--- src/rtl/ccff_stream_loader.sv ---
// Configuration-chain loader: serialises bitstream bytes LSB-first onto the
// chain head, gates the chain clock per bit, and packs returned tail bits into readback bytes.
module ccff_stream_loader #(
  parameter int DATA_W    = 8,
  parameter int CHAIN_LEN = 80,
  parameter int CNT_W     = 16
) (
  input  logic              prog_clk,
  input  logic              pReset,
  input  logic              start,
  input  logic              abort,
  input  logic [DATA_W-1:0] in_data,
  input  logic              in_valid,
  output logic              in_ready,
  output logic              ccff_head,
  output logic              ccff_shift_en,
  input  logic              ccff_tail,
  output logic [DATA_W-1:0] rb_data,
  output logic              rb_valid,
  output logic              busy,
  output logic              done,
  output logic [CNT_W-1:0]  bit_count
);

  typedef enum logic [1:0] {IDLE, SHIFT, DONE} state_e;

  localparam int               BC_W        = $clog2(DATA_W + 1);
  localparam logic [CNT_W-1:0] CHAIN_LEN_C = CNT_W'(CHAIN_LEN);
  localparam logic [CNT_W-1:0] DATA_W_C    = CNT_W'(DATA_W);
  localparam logic [BC_W-1:0]  RB_LAST     = BC_W'(DATA_W - 1);

  state_e            state_q, state_d;
  logic [DATA_W-1:0] buf_q, buf_d;
  logic [BC_W-1:0]   buf_cnt_q, buf_cnt_d;
  logic [CNT_W-1:0]  bit_count_q, bit_count_d;
  logic [DATA_W-1:0] rb_acc_q, rb_acc_d;
  logic [BC_W-1:0]   rb_idx_q, rb_idx_d;
  logic [DATA_W-1:0] rb_data_q, rb_data_d;
  logic              rb_valid_q, rb_valid_d;

  logic [CNT_W-1:0]  remaining;
  logic [DATA_W-1:0] rb_acc_next;
  logic              last_bit;

  assign remaining   = CHAIN_LEN_C - bit_count_q;
  assign last_bit    = (bit_count_q + CNT_W'(1)) == CHAIN_LEN_C;
  assign rb_acc_next = rb_acc_q | (DATA_W'(ccff_tail) << rb_idx_q);

  // NOTE: sequential state is updated with <= so every flop samples pre-edge values.
  always_ff @(posedge prog_clk or negedge pReset) begin
    if (!pReset) state_q <= IDLE;
    else         state_q <= state_d;
  end

  // NOTE: every always_comb output gets a default first, so no path can infer a latch.
  always_comb begin
    state_d = state_q;
    if (abort) begin
      state_d = IDLE;
    end else begin
      case (state_q)
        IDLE, DONE: if (start) state_d = SHIFT;
        SHIFT:      if (ccff_shift_en && last_bit) state_d = DONE;
        default:    state_d = IDLE;
      endcase
    end
  end

  // Abort masks the shift enable so the chain and bit_count never disagree.
  always_comb begin
    busy          = (state_q == SHIFT);
    done          = (state_q == DONE);
    ccff_shift_en = busy && (buf_cnt_q != '0) && !abort;
    ccff_head     = ccff_shift_en & buf_q[0];
    in_ready      = busy && (buf_cnt_q == '0) && (bit_count_q < CHAIN_LEN_C);
  end

  always_comb begin
    buf_d       = buf_q;
    buf_cnt_d   = buf_cnt_q;
    bit_count_d = bit_count_q;
    rb_acc_d    = rb_acc_q;
    rb_idx_d    = rb_idx_q;
    rb_data_d   = rb_data_q;
    rb_valid_d  = 1'b0;

    if (abort) begin
      buf_d     = '0;
      buf_cnt_d = '0;
      rb_acc_d  = '0;
      rb_idx_d  = '0;
    end else if (start && (state_q != SHIFT)) begin
      buf_d       = '0;
      buf_cnt_d   = '0;
      bit_count_d = '0;
      rb_acc_d    = '0;
      rb_idx_d    = '0;
    end else if (ccff_shift_en) begin
      buf_d       = buf_q >> 1;
      buf_cnt_d   = buf_cnt_q - BC_W'(1);
      bit_count_d = bit_count_q + CNT_W'(1);
      if ((rb_idx_q == RB_LAST) || last_bit) begin
        rb_data_d  = rb_acc_next;
        rb_valid_d = 1'b1;
        rb_acc_d   = '0;
        rb_idx_d   = '0;
      end else begin
        rb_acc_d = rb_acc_next;
        rb_idx_d = rb_idx_q + BC_W'(1);
      end
    end else if (in_valid && in_ready) begin
      // The final byte only carries the bits the chain still needs.
      buf_d     = in_data;
      buf_cnt_d = (remaining >= DATA_W_C) ? BC_W'(DATA_W) : remaining[BC_W-1:0];
    end
  end

  always_ff @(posedge prog_clk or negedge pReset) begin
    if (!pReset) begin
      buf_q       <= '0;
      buf_cnt_q   <= '0;
      bit_count_q <= '0;
      rb_acc_q    <= '0;
      rb_idx_q    <= '0;
      rb_data_q   <= '0;
      rb_valid_q  <= 1'b0;
    end else begin
      buf_q       <= buf_d;
      buf_cnt_q   <= buf_cnt_d;
      bit_count_q <= bit_count_d;
      rb_acc_q    <= rb_acc_d;
      rb_idx_q    <= rb_idx_d;
      rb_data_q   <= rb_data_d;
      rb_valid_q  <= rb_valid_d;
    end
  end

  assign rb_data   = rb_data_q;
  assign rb_valid  = rb_valid_q;
  assign bit_count = bit_count_q;

endmodule

--- config.mk ---
export PLATFORM = sky130hd
export DESIGN_NAME = ccff_stream_loader
export DESIGN_NICKNAME = d
export VERILOG_FILES = /design/src/rtl/ccff_stream_loader.sv
export SDC_FILE = /design/constraint.sdc
export NUM_CORES = 1
export LEC_CHECK = 0
export ABC_AREA = 1
export ABC_CLOCK_PERIOD_IN_PS = 4050
export CAP_MARGIN = 5
export CELL_PAD_IN_SITES_DETAIL_PLACEMENT = 1
export CELL_PAD_IN_SITES_GLOBAL_PLACEMENT = 2
export CORE_MARGIN = 1.5
export CORE_UTILIZATION = 33
export CTS_CLUSTER_SIZE = 40
export DETAILED_ROUTE_END_ITERATION = 8
export PLACE_DENSITY_LB_ADDON = 0.1
export SYNTH_ARGS = -nofsm -noshare
export SYNTH_HDL_FRONTEND = slang
export SYNTH_SLANG_ARGS = --single-unit
--- constraint.sdc ---
create_clock -name prog_clk -period 4.05 [get_ports prog_clk]
set_input_delay 0.6075 -clock prog_clk [delete_from_list [all_inputs] [get_ports prog_clk]]
set_output_delay 0.6075 -clock prog_clk [all_outputs]
set_load 0.03 [all_outputs]
Word-level counts from Yosys, hierarchy flattened:

Index checks and enable logic that the tools add are counted.

* bits in registers: 51
* logic and storage cells: 72
* output and inout port bits: 30
* input port bits: 14

* eq/ne operators: 7
* $lt $le $gt $ge: 2
* bitwise logic cells: 4
* muxes and demuxes: 27
* add/subtract/negate cells: 4
* shift-type cells: 1
* reductions and logical operators: 19

Operators by type and width (count)
* $mux W8: 8
* $mux W4: 9
* $mux W16: 2
* $add A16 B1 Y16 const B: 1
* $eq A16 B7 Y1 const B: 1
* $ge A16 B4 Y1 const B: 1
* $lt A16 B7 Y1 const B: 1
* $sub A7 B16 Y16 const A: 1
* $or A8 B8 Y8: 1
* $reduce_bool A4 Y1: 2
* $shl A1 B4 Y8: 1
* $logic_and A1 B1 Y1: 7
* $mux W2: 3
* $add A4 B1 Y4 const B: 1
* $eq A4 B3 Y1 const B: 1
* $logic_not A4 Y1: 1
* $mux W1: 4
* $pmux W2 S2: 1
* $reduce_and A2 Y1: 2
* $reduce_and A4 Y1: 1
* $sub A4 B1 Y4 const B: 1
* $ne A3 B2 Y1 const B: 1
* $ne A3 B3 Y1 const B: 1
* $reduce_bool A3 Y1: 1
* other kinds (10): 11

Depth between registers and ports, before layout:

* word-level depth: 8
* mapped depth: 17
* depth with buffers taken out: 17

Least setup slack after synthesis:

OpenSTA, ideal clock, no wires.

* path type: register -> output
* start point: reg state_q[1]
* end point: out ccff_head
* data arrival time: 2.010 ns
* path slack: 1.433 ns
* required time: 3.442 ns
* stages on the path, launching flop included: 7
* buffers on the path: 1
* path through: dfrtp_1 nor2_1 nand2_1 nor2_2 inv_1 clkbuf_1 nor2_1

* word-level cells in the longest chain between the ends: 4

Ends and longest elaborated chain
* start: declaration: RTL line 32 `state_e state_q, state_d;`
* start signal: assignment: RTL line 52 `else state_q <= state_d;`
* $eq A2 B1 Y1: RTL line 71 `busy = (state_q == SHIFT);`
* named net busy: RTL line 20 `output logic busy,`
* $logic_and A1 B1 Y1 (2 in series): RTL line 73 `ccff_shift_en = busy && (buf_cnt_q != '0) && !abort;`
* $and A1 B1 Y1: RTL line 74 `ccff_head = ccff_shift_en & buf_q[0];`
* end: declaration: RTL line 15 `output logic ccff_head,`

The timed path passes the listed nets, and every way through them passes these cells.

Final worst setup path:

* start point: reg buf_cnt_q[0]
* end point: out ccff_shift_en

* word-level cells in the longest chain between the ends: 3

Ends and longest elaborated chain
* start: declaration: RTL line 34 `logic [BC_W-1:0] buf_cnt_q, buf_cnt_d;`
* start signal: assignment: RTL line 129 `buf_cnt_q <= buf_cnt_d;`
* $reduce_bool A4 Y1: RTL line 73
* $logic_and A1 B1 Y1 (2 in series): RTL line 73
* end: declaration: RTL line 16 `output logic ccff_shift_en,`

Every way passes these cells.

==> results.md <==
* Outcome: complete, no violations
* WP data required at 3.44 ns
* Slowest cell delay on critical path at 0.74 ns
* Post-synthesis net count at 481
* Core Rows at 35
* Drt first pass iters at 4
* Synth top area share at 0.396
* Synth Register Bits at 51
* Post-Route WL at 9.43 mm
* Via count at 3135
* Reg2reg start: bit_count[0]
* Avg Cell Area, Syn at 6.99 sq um
* Final hold vios at 0
* Cts hold-fix bufs at 0
* Drt wl/cell at 14.9 um
* DRC errors left at 0
* Vias in the first global route at 3259
* Post-CTS sizing at 0
* Crit-path cells: inv_1 > ha_1 > nand3_1 > nand2_1 > nor2_4 > buf_4 > clkdlybuf4s50_1
* I/O Buffers at 43
* Max-slew violation count at 0
* Area growth syn-to-layout at 20.5%
* Dominant cell type by area after synthesis: dfrtp_1
* Drt first-iter violations at 99
* Post-synthesis async set-or-reset flop share at 1.00
* Synthesized area at 3220 sq um
* GR Overflow Total at 0
* CP startpoint kind: flop
* Slew HR at 0.227
* Max_cap viols at 0
* Critical Path Source: buf_cnt_q[0]
* Synth Flop Type: dfrtp_1
* Ant diodes at 0
* Peak VDD IR at 0.145 mV
* Crit-path slowest cell: clkdlybuf4s50_1
* Critical Path AT at 2.58 ns
* First-pass GRT wire length at 15.9 mm
* FMAX at 314 MHz
* Final setup violation count at 0
* GRT Total Usage at 0.195
* Crit Path Max Fanout at 35
* Via/cell ratio at 4.94
* Post-synthesis cell count at 461
* Post-synth EDFFs at 0
* Worst hold path type: input pin to asynchronous set/reset pin
* Number of nets still failing antenna checks after routing at 0
* Yosys cell types at 34
* Layout Nets at 524
* Yosys Warn Count at 0
* Initial antenna violation count at 0
* Fraction of the cycle the final worst path needs at 0.786
* CP Capture Type: primary output
* Clock transition at path regs at 0.09 ns
* Power Density at 298 nW/um^2
* Total chip power at 1.16 mW
* Root Buffer: clkbuf_8
* Top cells by area, synth: dfrtp_1, nand2_1, nand3_1, inv_1, nor2_1
* Die footprint at 10400 sq um
* LEAKAGE at 1.93 nW
* Clk buf depth at 2
* Die Y at 102 um
* Num CTS Buffers at 5
* I/O pin count at 44
* Core ar. at 9370 sq um
* TNS Setup at 0 ns
* Tmin final at 3.18 ns
* Fill cell count at 1248
* Sink Count at 51
* Die X at 102 um
* Clock skew at 0.00513 ns
* Post-synthesis sequential area ratio at 0.396
* CTS H-tree lvls at 2
* GP Congestion at 0.785
* Fraction of layout instances using a drive strength above 1 at 0.0515
* Worst Tran Pin Value at 1.15 ns
* CTS tree: yes
* Starting density of the core at 0.344
* Crit Path Category: flop to primary output
* Setup Fix Bufs, Post-CTS at 0
* Largest net degree at the start of global routing at 52
* RSZ-0062 raised after global routing: no
* Worst-Skew Late Latency at 0.31 ns
* Detail Placement HPWL at 7.26 mm
## path summary, 6_finish.rpt
kind / end / slack [ns] / cells past startpoint
max in group asynchronous: bit_count[12] / 3.17 / 2
max: ccff_shift_en / 0.87 / 7
min reg2reg: rb_data[6] / 0.48 / 2
max reg2reg: rb_data[2] / 1.21 / 11
min in group prog_clk: rb_data[6] / 0.48 / 2
min: buf_q[0] / 0.38 / 2
## layout by cell type, fill, tap and decap left out, types with 2 or more instances in the layout
| cell type | Yosys | final |
|---|---|---|
| o21ai_1 | 3 | 3 |
| clkdlybuf4s50_1 | 0 | 42 |
| a21oi_1 | 3 | 3 |
| nor3_1 | 6 | 6 |
| dfrtp_1 | 51 | 51 |
| nand4_1 | 6 | 6 |
| nor3b_1 | 2 | 2 |
| nor2_1 | 45 | 45 |
| o22ai_1 | 21 | 21 |
| o21ai_0 | 20 | 20 |
| ha_1 | 6 | 6 |
| o21ai_2 | 2 | 2 |
| nand2_1 | 143 | 143 |
| clkbuf_8 | 0 | 6 |
| xor2_1 | 11 | 11 |
| inv_1 | 52 | 52 |
| inv_2 | 6 | 6 |
| a22oi_1 | 7 | 7 |
| xnor2_1 | 2 | 2 |
| nand3_1 | 52 | 52 |
| buf_4 | 0 | 2 |
## cell usage after synthesis (6+ instances only)
cell	number
ha_1	6
a22oi_1	7
nor3_1	6
xor2_1	11
nand2_1	143
dfrtp_1	51
nor2_1	45
inv_2	6
o21ai_0	20
inv_1	52
nand4_1	6
o22ai_1	21
nand3_1	52
## sequential cells by signal, summed over array words and instances, names as in the netlist
name,flops
bit_count,16
buf_q,8
rb_acc_q,8
rb_data,8
buf_cnt_q,4
rb_idx_q,4
state_q,2
rb_valid,1
## power breakdown
part / total (mW) / internal [mW] / switching, mW
Combinational: 0.283 / 0.0952 / 0.188
Sequential: 0.551 / 0.531 / 0.0209
Clock: 0.321 / 0.140 / 0.181
## metrics by stage
step / hold slack [ns] / instances / utilization / instance area [sq um] / setup slack [ns]
after CTS: 0.437 / 634 / 0.414 / 3880 / 0.819
after global placement: 0.458 / 626 / 0.404 / 3780 / 0.960
after floorplan: 0.312 / 461 / - / 3220 / 1.43
after detailed placement: 0.465 / 626 / 0.404 / 3780 / 0.924
after global routing: 0.475 / 634 / 0.414 / 3880 / 0.679
final: 0.382 / 634 / 0.414 / 3880 / 0.867
## worst max-delay path, delay by kind of cell (launching register included)
kind,cells,cell delay (ns)
flops,1,0.36
simple gates,3,0.49
buf+inv,3,1.22
fa+ha+maj,1,0.20
## per-layer routing
| layer | track usage | part of all wire | up-vias |
|---|---|---|---|
| li1 | - | - | 1588 |
| met1 | 0.258 | 0.48 | 1494 |
| met2 | 0.328 | 0.47 | 45 |
| met3 | 0.0383 | 0.038 | 8 |
| met4 | 0.0485 | 0.012 | 0 |
| met5 | 0 | 0 | - |
## cell families (layout without fill, tap and decap cells)
group	count (synthesis)	in the layout	synth area share
buffers and inverters	68	112	0.0827
AND/OR/NAND/NOR	265	265	0.355
XOR/XNOR	13	13	0.0353
AO/OA/AOI/OAI	58	58	0.108
adder cells (fa/ha/maj)	6	6	0.0233
flip-flops	51	51	0.396
## area by class of cell
class | count | area, sq um | share of cell area
Tap cell | 129 | 161 | 0.0416
Timing Repair Buffer | 45 | 440 | 0.113
Inverter | 59 | 221 | 0.0570
Clock buffer | 6 | 82.6 | 0.0213
Clock inverter | 2 | 16.3 | 0.00419
Sequential cell | 51 | 1280 | 0.329
Multi-Input combinational cell | 342 | 1680 | 0.434
Note: power is estimated with default switching activity, not from simulation.
